--- config.mk ---
export PLATFORM = sky130hd
export DESIGN_NAME = dma_byte_pack_fifo
export DESIGN_NICKNAME = d
export VERILOG_FILES = /design/src/rtl/dma_pkg.sv /design/src/rtl/sync_fifo_fwft.sv /design/src/rtl/dma_byte_pack_fifo.sv
export SDC_FILE = /design/constraint.sdc
export NUM_CORES = 2
export LEC_CHECK = 0
export CAP_MARGIN = 20
export CORE_MARGIN = 3
export CORE_UTILIZATION = 60
export DETAILED_ROUTE_END_ITERATION = 10
export HOLD_SLACK_MARGIN = 0.02
export PLACE_DENSITY = 0.86
export SYNTH_ARGS = -nofsm -noshare
export SYNTH_HDL_FRONTEND = slang
export SYNTH_SLANG_ARGS = --single-unit
--- constraint.sdc ---
create_clock -name clk -period 9.88 [get_ports clk]
set_input_delay 1.482 -clock clk [delete_from_list [all_inputs] [get_ports clk]]
set_output_delay 1.482 -clock clk [all_outputs]
set_load 0.01 [all_outputs]
--- src/rtl/dma_pkg.sv ---
// Shared DMA word and byte-lane definitions used by the packer and the DMA write engine.
package dma_pkg;

  localparam int unsigned WORD_BYTES = 4;
  localparam int unsigned BYTE_W     = 8;
  localparam int unsigned IDX_W      = $clog2(WORD_BYTES);

  typedef logic [WORD_BYTES*BYTE_W-1:0] dma_word_t;
  typedef logic [IDX_W-1:0]             lane_idx_t;

endpackage

--- src/rtl/sync_fifo_fwft.sv ---
// Generic show-ahead FIFO: head word is presented combinationally from the memory array.
module sync_fifo_fwft #(
  parameter int unsigned WIDTH = 32,
  parameter int unsigned DEPTH = 64,
  parameter int unsigned CNT_W = $clog2(DEPTH + 1)
) (
  input  logic             clk,
  input  logic             rst_n,
  input  logic             flush,
  input  logic             wr_en,
  input  logic [WIDTH-1:0] wdata,
  output logic             full,
  input  logic             rd_en,
  output logic [WIDTH-1:0] rdata,
  output logic             empty,
  output logic [CNT_W-1:0] count
);

  localparam int unsigned PTR_W = $clog2(DEPTH);

  logic [WIDTH-1:0] r_mem [DEPTH];
  logic [PTR_W-1:0] r_wr_ptr;
  logic [PTR_W-1:0] r_rd_ptr;
  logic [CNT_W-1:0] r_count;
  logic             w_push;
  logic             w_pop;

  assign full   = (r_count == CNT_W'(DEPTH));
  assign empty  = (r_count == '0);
  assign count  = r_count;
  assign w_push = wr_en && !full;
  assign w_pop  = rd_en && !empty;
  // Gate the head so stale memory never leaks out while empty.
  assign rdata  = empty ? '0 : r_mem[r_rd_ptr];

  always_ff @(posedge clk) begin
    if (rst_n && !flush && w_push) begin
      r_mem[r_wr_ptr] <= wdata;
    end
  end

  always_ff @(posedge clk) begin
    if (!rst_n || flush) begin
      r_wr_ptr <= '0;
      r_rd_ptr <= '0;
      r_count  <= '0;
    end else begin
      if (w_push) r_wr_ptr <= r_wr_ptr + PTR_W'(1);
      if (w_pop)  r_rd_ptr <= r_rd_ptr + PTR_W'(1);
      case ({w_push, w_pop})
        2'b10:   r_count <= r_count + CNT_W'(1);
        2'b01:   r_count <= r_count - CNT_W'(1);
        default: r_count <= r_count;
      endcase
    end
  end

  always_ff @(posedge clk) begin
    if (rst_n && !flush) begin
      assert (!(wr_en && full)) else $error("sync_fifo_fwft: write attempted while full");
      assert (r_count <= CNT_W'(DEPTH)) else $error("sync_fifo_fwft: occupancy out of range");
    end
  end

endmodule

--- src/rtl/dma_byte_pack_fifo.sv ---
// Packs an 8-bit valid/ready/last stream little-endian into 32-bit words feeding a show-ahead FIFO.
module dma_byte_pack_fifo
  import dma_pkg::*;
#(
  parameter int unsigned DATA_WIDTH = 32,
  parameter int unsigned DEPTH      = 64,
  parameter int unsigned CNT_W      = $clog2(DEPTH + 1)
) (
  input  logic                  clk,
  input  logic                  rst_n,
  input  logic                  i_flush,
  input  logic [7:0]            s_axis_tdata,
  input  logic                  s_axis_tvalid,
  output logic                  s_axis_tready,
  input  logic                  s_axis_tlast,
  output logic [DATA_WIDTH-1:0] o_fifo_rdata,
  output logic                  o_fifo_empty,
  input  logic                  i_fifo_ren,
  output logic [CNT_W-1:0]      o_fifo_count,
  output logic                  o_pad_err
);

  lane_idx_t r_byte_idx;
  dma_word_t r_pack;
  logic      r_pad_err;
  dma_word_t w_word;
  logic      w_full;
  logic      w_accept;
  logic      w_idx_last;
  logic      w_complete;

  // Ready depends only on registered occupancy and flush, never on tvalid/tlast.
  assign s_axis_tready = !w_full && !i_flush;
  assign w_accept      = s_axis_tvalid && s_axis_tready;
  assign w_idx_last    = (r_byte_idx == IDX_W'(WORD_BYTES - 1));
  assign w_complete    = w_accept && (w_idx_last || s_axis_tlast);
  assign o_pad_err     = r_pad_err;

  // Merge the incoming byte into its lane; lanes above it are forced to zero for padding.
  always_comb begin
    w_word = r_pack;
    for (int unsigned l = 0; l < WORD_BYTES; l++) begin
      if (IDX_W'(l) == r_byte_idx) begin
        w_word[l*BYTE_W +: BYTE_W] = s_axis_tdata;
      end else if (IDX_W'(l) > r_byte_idx) begin
        w_word[l*BYTE_W +: BYTE_W] = '0;
      end
    end
  end

  always_ff @(posedge clk) begin
    if (!rst_n || i_flush) begin
      r_byte_idx <= '0;
      r_pack     <= '0;
      r_pad_err  <= 1'b0;
    end else if (w_accept) begin
      if (w_complete) begin
        r_byte_idx <= '0;
        r_pack     <= '0;
        if (s_axis_tlast && !w_idx_last) r_pad_err <= 1'b1;
      end else begin
        r_byte_idx <= r_byte_idx + IDX_W'(1);
        r_pack     <= w_word;
      end
    end
  end

  sync_fifo_fwft #(
    .WIDTH (DATA_WIDTH),
    .DEPTH (DEPTH),
    .CNT_W (CNT_W)
  ) u_fifo (
    .clk   (clk),
    .rst_n (rst_n),
    .flush (i_flush),
    .wr_en (w_complete),
    .wdata (DATA_WIDTH'(w_word)),
    .full  (w_full),
    .rd_en (i_fifo_ren),
    .rdata (o_fifo_rdata),
    .empty (o_fifo_empty),
    .count (o_fifo_count)
  );

endmodule

# After elaboration in Yosys (flattened, before gate mapping)
# Memories as Yosys holds them, arrays and structs flattened. A register that Yosys moved wholly into a read port is not among the register bits.
# Cells that the tools add are included.
[word_totals]
reg_bits = 54
ramBits = 2048
in_bits = 14
output_inout_bits = 42
memories = 1
[classes]
n_addsub = 5
magnitude_cmp = 4
eq_ne = 7
mux = 16
n_reduce_logical = 19
[mem_list]
columns = ["memory", "depth", "width", "read_ports", "rd_ports_with_merged_regs", "write_ports", "line", "rtl"]
rows = [
  ["u_fifo.r_mem", 64, 32, 1, 1, 1, "sync_fifo_fwft.sv:21", "logic [WIDTH-1:0] r_mem [DEPTH];"],
]
[op_table]
columns = ["cell", "count"]
rows = [
  ["two-way mux 32 bit", 2],
  ["two-way mux 8 bit", 8],
  ["one-hot mux 7 bit (2 select lines)", 1],
  ["adder 6 x 1 -> 6 bit, second input constant", 2],
  ["two-way mux 6 bit", 2],
  ["logical AND 1 bit", 8],
  ["adder 7 x 1 -> 7 bit, second input constant", 1],
  ["== test 7 bit, second input constant", 1],
  ["zero test 7 bit", 1],
  ["subtractor 7 x 1 -> 7 bit, second input constant", 1],
  ["zero test 1 bit", 5],
  ["== test 2 bit, first input constant", 2],
  ["== test 2 bit, second input constant", 2],
  ["> comparator 1 x 2 -> 1 bit, first input constant", 2],
  ["> comparator 2 bit, first input constant", 2],
  ["AND reduction 3 bit", 1],
  ["adder 2 x 1 -> 2 bit, second input constant", 1],
  ["== test 1 x 2 -> 1 bit, first input constant", 1],
  ["== test 2 x 1 -> 1 bit, second input constant", 1],
  ["zero test 2 bit", 1],
  ["logical OR 1 bit", 2],
  ["two-way mux 1 bit", 2],
  ["two-way mux 2 bit", 1],
  ["nonzero test 2 bit", 1],
]

# Depth between registers and ports, before layout
[depth]
depth_word = 9
mapped_depth = 16
mapped_depth_nobuf = 13

# Modules after synthesis
# From an unflattened synthesis, not the netlist that was laid out.
[hier_totals]
cells_unflattened = 3578
hier_area_um2 = 80812.5
[modules_own_cells]
columns = ["mod", "instances", "cells_per_inst", "area_per_inst_um2"]
rows = [
  ["sync_fifo_fwft", 1, 3433, 79485.0],
  ["dma_byte_pack_fifo", 1, 145, 1327.5],
]

# Worst setup path before layout
# Ideal clock, no wire load.
[synth_path]
path_type = "input -> register"
from = "input port i_flush"
to = "memory u_fifo.r_mem[63][0], enable pin"
arrival_time_ns = 5.234
setup_slack_ns = 4.145
cell_stages = 5
cell_sequence = "inv_1 > o311ai_1 > nor2_1 > inv_1 > nor4_1"
[synth_via]
elab_chain_len = 8
elab_cells_between_ends = 9
cone_classes = "2 x mux; 7 x reduce/logical"
[synth_lines]
columns = ["element", "line", "rtl"]
rows = [
  ["from (decl)", "dma_byte_pack_fifo.sv:11", "input logic i_flush,"],
  ["zero test 1 bit *", "sync_fifo_fwft.sv:37, dma_byte_pack_fifo.sv:33", ""],
  ["logical AND 1 bit", "dma_byte_pack_fifo.sv:33", "assign s_axis_tready = !w_full && !i_flush;"],
  ["logical AND 1 bit", "dma_byte_pack_fifo.sv:34", "assign w_accept = s_axis_tvalid && s_axis_tready;"],
  ["logical AND 1 bit", "dma_byte_pack_fifo.sv:36", "assign w_complete = w_accept && (w_idx_last || s_axis_tlast);"],
  ["logical AND 1 bit", "sync_fifo_fwft.sv:31", "assign w_push = wr_en && !full;"],
  ["logical AND 1 bit *", "sync_fifo_fwft.sv:37", "if (rst_n && !flush && w_push) begin"],
  ["two-way mux 1 bit *", "sync_fifo_fwft.sv:37", ""],
  ["two-way mux 1 bit (not written as such) *", "sync_fifo_fwft.sv:38", "r_mem[r_wr_ptr] <= wdata;"],
  ["to (decl)", "sync_fifo_fwft.sv:21", ""],
]
# Mark *: on every way between the ends. The rest lies on a longest branch, timed or not.

==> flow_summary.toml <==
[floorplan]
ios = 56
fp.dieH_um = 373
initial_core_util = 0.605
core-area_um2 = 134000
die_w_um = 373
die-area_um2 = 139000
rows = 134

[yosys]
synthAdderAreaFrac = 0.00139
synth_cells = 3767
synthArstFlopShare = 0
ys_types = 61
synth_compound_area_frac = 0.0292
synth_area_um2 = 81000
synth_simple_gate_area_frac = 0.0224
synth_ff_type = "edfxtp_1"
synth.net_count = 3790
seq_area_frac_synth = 0.773
yosys_warnings = 0
ys_ff_latch = 2100
avgSynthCellArea_um2 = 21.5
synth_xor_area_frac = 0.00173
synthMuxAreaShare = 0.159
synth_top_family_by_area = "multiplexers"
synth_edf_count = 2048

[route]
drc = 0
wire_per_inst_um = 42.4
drtIter0Drc = 9636
drt_pass1_iterations = 8
antenna_left = 0
avgViaCountPerCell = 7.87
wl_mm = 249
route.vias.total = 46200

[sta]
rsz0062_at_grt = "false"
fin_crit_sh = 0.724
drv_slew = 0
worstMarginPinSlew_ns = 1.24
setup_violations = 0
slew_headroom = 0.174
hold_viol_final = 0
max_freq_mhz = 140
layout_setup_ws_ns = 2.72
setup-tns-final_ns = 0
fin_worst_skew_ns = 0.0298
fin_hold_ws_ns = 0.451
fin_crit_ns = 7.16

[cells_and_area]
area_growth_pct = 12.3
multiInputGateArea_um2 = 18100
mostFrequentLayoutCell = "edfxtp_1"
mostFrequentLayoutCells = "2,048 x edfxtp_1, 481 x mux4_2, 191 x clkbuf_16"
drive_gt1_frac = 0.249
fill_cells = 7243
regArea_um2 = 62600
final_net_count = 3961
fin_cells = 5873

[cts]
cts_hold_buf = 0
clk_pin_slew_ns = 0.07
htree_levels = 4
cts_root_buf = "clkbuf_16"
clock_latency_ns = 0.82
cts_setup_buffers = 0
cts_resized = 0
cts_num_sinks = 2100
clockBufferDepth = 3
cts_buffers = 185
tritoncts = "yes"

[critical_path]
required_ns = 8.40
cp-start-kind = "register"
worstPathArrival_ns = 5.67
cp-end-kind = "output port"
critPathKind = "register to output port"
worst-path-max-fanout = 52

[pwr]
vdd_ir_drop_max_uv = 139
p_leak_nw = 26.0
power_mw = 17.2
p_per_area_nw_per_um2 = 190

[placement]
io_buffers = 55
gp_congestion = 0.832
hpwlAfterDp_mm = 111
placedCellCount = 5501
place_ws_ns = 3.89

[status]
status = "complete, no violations"

[global_route]
gr-total-overflow = 0
grt_max_degree = 135
grt_pass1_wl_mm = 336
track_usage = 0.342
grt_pass1_vias = 45000
antenna_found_initial = 6

[run]
cap_viol_max_count = 0

[hold_path]
min_path_type = "register to register"
-- cell usage after synthesis (46+ instances only) --
master	count	area (um2)
dfxtp_1	52	1040
nand3_1	61	305
o21ai_0	46	230
nor2_1	103	387
buf_2	70	350
clkbuf_1	99	372
a22oi_1	119	893
edfxtp_1	2048	61500
a21oi_1	81	405
nand2_1	110	413
mux2i_1	186	1860
mux4_2	481	10800
-- final cells by class --
cell class / instances / area share
clock buffers: 236 / 0.0550
multi-input cells: 1444 / 0.199
inverters: 7 / 0.000289
repair buffers: 200 / 0.0221
diodes: 7 / 0.000193
well taps: 1768 / 0.0243
clock inverters: 111 / 0.0106
flip-flops and latches: 2100 / 0.688
-- path summary, 6_finish.rpt --
kind         slack, ns                    to           from  depth (start not counted)
max reg2reg       4.60  u_fifo.r_mem[60][21]  r_byte_idx[1]                          9
max               2.72      o_fifo_rdata[31]       register                          8
min               0.45             r_pack[7]      r_pack[7]                          2
min reg2reg       0.45             r_pack[7]      r_pack[7]                          2
-- logic make-up (layout without fill, tap and decap cells) --
group / count (synthesis) / in the layout
DFF: 2100 / 2100
AOI/OAI and AO/OA: 349 / 349
and+or+nand+nor: 384 / 384
xor gates and xnor gates: 16 / 16
other: 0 / 7
muxes: 686 / 686
adders and majority gates: 9 / 9
buffers and inverters: 223 / 554
-- stage by stage --
stage / util / area [um2]
floorplan: - / 81000
global placement: 0.631 / 84400
detailed placement: 0.632 / 84500
CTS: 0.676 / 90500
global route: 0.679 / 90900
finish: 0.679 / 90900
-- critical path: stages, from the launching register on --
cell	delay (ns)
dfxtp_4	0.81
buf_4	0.81
buf_4	0.66
mux4_2	0.51
a22oi_1	0.46
nand2_1	0.10
a21oi_1	0.37
o21ai_0	0.41
clkdlybuf4s50_1	0.61
-- per-layer routing --
| layer | vias to the layer above | GRT usage | part of all wire |
|---|---|---|---|
| li1 | 16100 | - | - |
| met1 | 22800 | 0.431 | 0.30 |
| met2 | 5772 | 0.526 | 0.47 |
| met3 | 1459 | 0.109 | 0.15 |
| met4 | 6 | 0.211 | 0.082 |
| met5 | - | 0 | 0.00013 |
-- registers in the layout (all words and copies together) (netlist names), named ones only --
register / count
r_byte_idx: 2
r_pack: 24
u_fifo.r_mem: 2048
u_fifo.r_rd_ptr: 6
u_fifo.count: 7
o_pad_err: 1
u_fifo.r_wr_ptr: 6
-- report_power, final --
group	leakage [nW]	internal [mW]	switching (mW)
Combinational	4.87	0.0490	0.116
Clock	2.91	4.01	3.40
Sequential	18.2	9.66	0.00278
(Power assumes the default switching activity.)
